[src/rtl/kgp_fetch_branch_unit.sv]
// Multi-cycle fetch / next-PC unit for KGP-RISC.
// Sequences fetch over a ready-handshake instruction memory, holds the
// fetched instruction for execute, resolves the next PC from the condition
// code, keeps the Z/C/S/V flag register and a circular return-address stack.
module kgp_fetch_branch_unit #(
    parameter int AW        = 32,
    parameter int IW        = 32,
    parameter int RAS_DEPTH = 8,
    parameter logic [AW-1:0] RESET_PC = '0,
    parameter logic [AW-1:0] TRAP_PC  = AW'('h10)
) (
    input  logic          clk,
    input  logic          reset,
    output logic          imem_req,
    output logic [AW-1:0] imem_addr,
    input  logic          imem_ready,
    input  logic [IW-1:0] imem_rdata,
    output logic          instr_valid,
    output logic [IW-1:0] instr,
    output logic [AW-1:0] instr_pc,
    output logic [AW-1:0] link_addr,
    input  logic          exec_valid,
    input  logic [3:0]    exec_cond,
    input  logic [AW-1:0] exec_offset,
    input  logic [AW-1:0] exec_target,
    input  logic          flag_we,
    input  logic [3:0]    flags_in,
    output logic [3:0]    flags,
    output logic          halted,
    output logic          ras_ovf,
    output logic          ras_unf
);
    localparam int PW = (RAS_DEPTH > 1) ? $clog2(RAS_DEPTH) : 1;
    localparam int CW = PW + 1;

    typedef enum logic [1:0] {IDLE, FETCH, ISSUE, HALT} state_t;

    state_t          state, state_nx;
    logic [AW-1:0]   pc, pc_nx;
    logic [AW-1:0]   seq, tgt;
    logic [AW-1:0]   ras_mem [RAS_DEPTH];
    logic [PW-1:0]   sp;          // next free slot; top of stack is sp-1
    logic [PW-1:0]   sp_top;
    logic [CW-1:0]   count;
    logic            do_push, do_pop;
    logic            issue, ras_full, ras_empty;
    logic            fz, fc, fs, fv;

    assign seq       = instr_pc + AW'(1);
    assign tgt       = seq + exec_offset;
    assign link_addr = seq;
    assign imem_addr = pc;
    assign sp_top    = sp - PW'(1);
    assign ras_full  = (count == CW'(RAS_DEPTH));
    assign ras_empty = (count == '0);
    assign issue     = (state == ISSUE) && exec_valid;
    assign {fv, fs, fc, fz} = flags;

    // State register
    always_ff @(posedge clk) begin
        if (reset) state <= IDLE;
        else       state <= state_nx;
    end

    // Next-state and handshake outputs
    always_comb begin
        state_nx    = state;
        imem_req    = 1'b0;
        instr_valid = 1'b0;
        halted      = 1'b0;
        case (state)
            IDLE:  state_nx = FETCH;
            FETCH: begin
                imem_req = 1'b1;
                if (imem_ready) state_nx = ISSUE;
            end
            ISSUE: begin
                instr_valid = 1'b1;
                if (exec_valid) state_nx = (exec_cond == 4'd15) ? HALT : FETCH;
            end
            HALT:  halted = 1'b1;
            default: state_nx = IDLE;
        endcase
    end

    // Next-PC select; conditions see the flags before this instruction's update
    always_comb begin
        pc_nx   = seq;
        do_push = 1'b0;
        do_pop  = 1'b0;
        case (exec_cond)
            4'd1:  pc_nx = tgt;
            4'd2:  pc_nx = exec_target;
            4'd3:  pc_nx = fz  ? tgt : seq;
            4'd4:  pc_nx = !fz ? tgt : seq;
            4'd5:  pc_nx = fc  ? tgt : seq;
            4'd6:  pc_nx = !fc ? tgt : seq;
            4'd7:  pc_nx = fs  ? tgt : seq;
            4'd8:  pc_nx = !fs ? tgt : seq;
            4'd9:  pc_nx = fv  ? tgt : seq;
            4'd10: pc_nx = !fv ? tgt : seq;
            4'd11: begin
                do_push = 1'b1;
                pc_nx   = tgt;
            end
            4'd12: begin
                do_pop = 1'b1;
                pc_nx  = ras_empty ? TRAP_PC : ras_mem[sp_top];
            end
            4'd15: pc_nx = pc;
            default: pc_nx = seq;
        endcase
    end

    // PC, fetched instruction, flags and RAS bookkeeping
    always_ff @(posedge clk) begin
        if (reset) begin
            pc       <= RESET_PC;
            instr    <= '0;
            instr_pc <= '0;
            flags    <= '0;
            sp       <= '0;
            count    <= '0;
            ras_ovf  <= 1'b0;
            ras_unf  <= 1'b0;
        end else begin
            if (state == FETCH && imem_ready) begin
                instr    <= imem_rdata;
                instr_pc <= pc;
            end
            if (issue) begin
                pc <= pc_nx;
                if (flag_we) flags <= flags_in;
                if (do_push) begin
                    // when full the write lands on the oldest slot
                    sp <= sp + PW'(1);
                    if (ras_full) ras_ovf <= 1'b1;
                    else          count   <= count + CW'(1);
                end
                if (do_pop) begin
                    if (ras_empty) begin
                        ras_unf <= 1'b1;
                    end else begin
                        sp    <= sp_top;
                        count <= count - CW'(1);
                    end
                end
            end
        end
    end

    // RAS storage; contents need no reset since count gates every read
    always_ff @(posedge clk) begin
        if (!reset && issue && do_push) ras_mem[sp] <= seq;
    end
endmodule
[config.mk]
export PLATFORM = sky130hd
export DESIGN_NAME = kgp_fetch_branch_unit
export DESIGN_NICKNAME = d
export VERILOG_FILES = /design/src/rtl/kgp_fetch_branch_unit.sv
export SDC_FILE = /design/constraint.sdc
export NUM_CORES = 1
export LEC_CHECK = 0
export CAP_MARGIN = 0
export CORE_ASPECT_RATIO = 1.5
export CORE_UTILIZATION = 40
export DETAILED_ROUTE_END_ITERATION = 12
export RECOVER_POWER = 50
export SYNTH_ARGS = -nofsm -noshare
export SYNTH_HDL_FRONTEND = slang
export SYNTH_SLANG_ARGS = --single-unit
[constraint.sdc]
create_clock -name clk -period 8.19 [get_ports clk]
set_input_delay 1.638 -clock clk [delete_from_list [all_inputs] [get_ports clk]]
set_output_delay 1.638 -clock clk [all_outputs]
set_load 0.05 [all_outputs]
==> run metrics <==
Fin Hold WS roughly 450 ps; CP Class reg2out; # DRC 0; count of final setup violators 0; library cells used by synthesis 75; Layout Nets 1,814; die width between 150 and 200 µm; Worst Path Required approximately 6600 ps; clk_lat worst skew 550 ps; Starting DRT DRC Count about 800; final hold viol count 0; via count roughly 12,000; H-tree depth 2; ANT nets after route 0; Sequential Area about 0.0099 mm²; flop2flop setup slack 2940 ps; Hold Path Class reg2reg; RSZ-0062 raised after global routing no; GRT Total Usage 0.233; R2R depth 14; Yosys warning count 0; PwrDens 188 mW/mm²; Detailed Place HPWL around 36 mm; Final Slew Violations 55; layout cell share with drive strength beyond 1 0.0974; crit end category output port; CP Data Arrival Time roughly 4400 ps; antenna cell count 0; MaxCap Viol Count 1; core box area roughly 0.042 mm²; Cell Area, Placed 0.0202 mm²; first-pass GRT wire length 74.8 mm; commonest non-fill, non-tap cells in the layout 256 x edfxtp_1, 198 x nand2_1, 193 x clkdlybuf4s50_1, 154 x a21oi_1, 110 x dfxtp_1; CTS tree done; via/cell ratio 5.50; ys flop type edfxtp_1; Worst-path clk slew about 60 ps; I/O Buffers 245; final instance area roughly 0.021 mm²; Startpoint Class register; CTS buffer count 37; Root Driver clkbuf_16; CP bufs+invs 1; reg2reg start instr_pc[2]$_SDFFE_PP0P_; initial antenna violation count 0; vias in the first global route between 10,000 and 15,000; Largest delay share family, worst path simple AND/OR/NAND/NOR gates; mean routed wirelength per cell 22.6 µm; Multi-input gate area ~0.0068 mm²; Sum Neg Setup Slack 0 ps; status complete, but fails checks; Post-Synthesis Cells ~1,400; Post-CTS Setup Repair Bufs 0; drt first pass iters 7; slew of the pin with the lowest slew margin roughly 2500 ps; Cells after DPL approximately 2,200; syn avg cell area roughly 12 µm²; hold buffer count at cts 0; Slew HR -0.660; fraction of registers with async set/reset 0; Worst setup startpoint instr_pc[0]$_SDFFE_PP0P_; post-layout util 0.508; routability cong. approximately 0.9; Starting Density 0.405; Critical Path Max Stage Delay 980 ps; # IOs around 250; die area approximately 0.043 mm²; minimum clock period after layout 6020 ps; Static Leak approximately 7.1 nW; Seq/Total Area, Yosys 0.582; Critical Path Slowest Stage Cell clkdlybuf4s50_1; clk sinks ~370; Crit Path Max Fanout 12; fmax around 0.17 GHz; Post-CTS Resized 0; violated checks max-capacitance violations, max-slew violations; total gr overflow 0; P&R area growth vs syn 25.3%; Crit path depth 7; # fillers approximately 3,700; Max clock buf depth 3; Layout Skew 16.7 ps; number of synthesized flops with an enable pin between 200 and 300; # rows 92; chip height between 200 and 300 µm; post-synth net total 1,564; most common cell after layout, fill and taps aside edfxtp_1; critical path capture point link_addr[20]; crit-path cells ha_1 > nand3_1 > or4_1 > nor2_1 > nand2_1 > xnor2_1 > clkdlybuf4s50_1; synthesized flop and latch total approximately 370; largest net degree at the start of global routing 85; synthesized cell area 0.0170 mm²; Reg-to-Reg End imem_addr[28]$_SDFFE_PP0P_; fin cells 2,248; worst vdd ir around 0.00017 V; Routed Wire Length approximately 51 mm; fin crit share 0.735
-- registers in the layout, indices dropped and copies added, names as in the netlist --
signal     cells
count          4
ras_ovf        1
instr_pc      32
sp             3
ras_unf        1
ras_mem      256
flags          4
instr         32
state          2
imem_addr     32
-- per-stage QoR --
| step | power [W] | setup WS [ps] |
|---|---|---|
| global route | 0.00415 | 1870 |
| CTS | 0.00407 | 2240 |
| finish | 0.00402 | 2170 |
| detailed placement | 0.00241 | 2760 |
| floorplan | 0.00225 | 2510 |
| global placement | 0.00240 | 2770 |
-- Yosys cell counts, drive strengths merged (3+ instances only) --
master	instances	area, µm²
a211oi	18	140
a21o	8	60.1
a21oi	155	780
a221oi	15	131
a311oi	5	43.8
a31oi	8	50.1
and2	9	58.8
and3	8	50.1
and4	5	43.8
buf	28	145
clkbuf	43	161
dfxtp	111	2220
edfxtp	256	7690
ha	49	613
inv	29	109
mux2i	27	270
mux4	64	1440
nand2	198	743
nand3	20	100
nand4	15	115
nor2	91	360
nor2b	12	75.1
nor3	30	150
nor3b	7	52.6
o211ai	6	45.0
o21a	6	45.0
o21ai	63	315
o21bai	3	22.5
o31a	3	26.3
o31ai	3	22.5
o41ai	4	35.0
or2	3	18.8
or3	11	68.8
or4	3	22.5
xnor2	36	323
xor2	19	166
-- per-layer routing --
layer,vias up,global-route usage,wire [µm]
met4,0,0.107,2170
met3,101,0.0289,2130
met5,-,0,0
met2,375,0.429,27500
met1,6115,0.268,19100
li1,5767,-,-
-- where the power goes --
| part | switching [W] | internal (W) |
|---|---|---|
| combinational | 0.000230 | 0.000129 |
| sequential | 0.0000176 | 0.00198 |
| clock | 0.000725 | 0.000934 |
| total | 0.000973 | 0.00305 |
-- tightest hold or removal path, stage by stage (launching register included) --
cell and delay (ps):
dfxtp_1 300, nand2_1 50, a21oi_1 50
-- cells by family (layout without fill, tap and decap cells) --
group	Yosys count	after routing	share of synthesized area
simple gates	418	418	0.112
buf+inv	100	379	0.0244
xor+xnor	55	55	0.0287
mux	93	93	0.102
compound gates	322	322	0.114
flops	367	367	0.582
fa+ha+maj	50	50	0.0372
-- how the worst min path moves through the flow --
| stage | start | end | slack [ps] | depth (start not counted) |
|---|---|---|---|---|
| finish | instr[26]$_SDFFE_PP0P_ | instr[26]$_SDFFE_PP0P_ | 450 | 2 |
| global route | instr[8]$_SDFFE_PP0P_ | instr[8]$_SDFFE_PP0P_ | 470 | 2 |
| CTS | instr[17]$_SDFFE_PP0P_ | instr[17]$_SDFFE_PP0P_ | 450 | 2 |
| detailed placement | instr[17]$_SDFFE_PP0P_ | instr[17]$_SDFFE_PP0P_ | 450 | 2 |
| global placement | instr[2]$_SDFFE_PP0P_ | instr[2]$_SDFFE_PP0P_ | 440 | 2 |
| floorplan | count[3]$_SDFFE_PP0P_ | count[3]$_SDFFE_PP0P_ | 520 | 3 |
-- area by class of cell --
type                    count  share of cell area
well taps                 564              0.0331
clock buffers              47              0.0466
flip-flops and latches    367               0.465
inverters                  29             0.00510
clock inverters            21             0.00880
multi-input cells         938               0.317
repair buffers            282               0.125
Power figures use the tool's default switching activity.
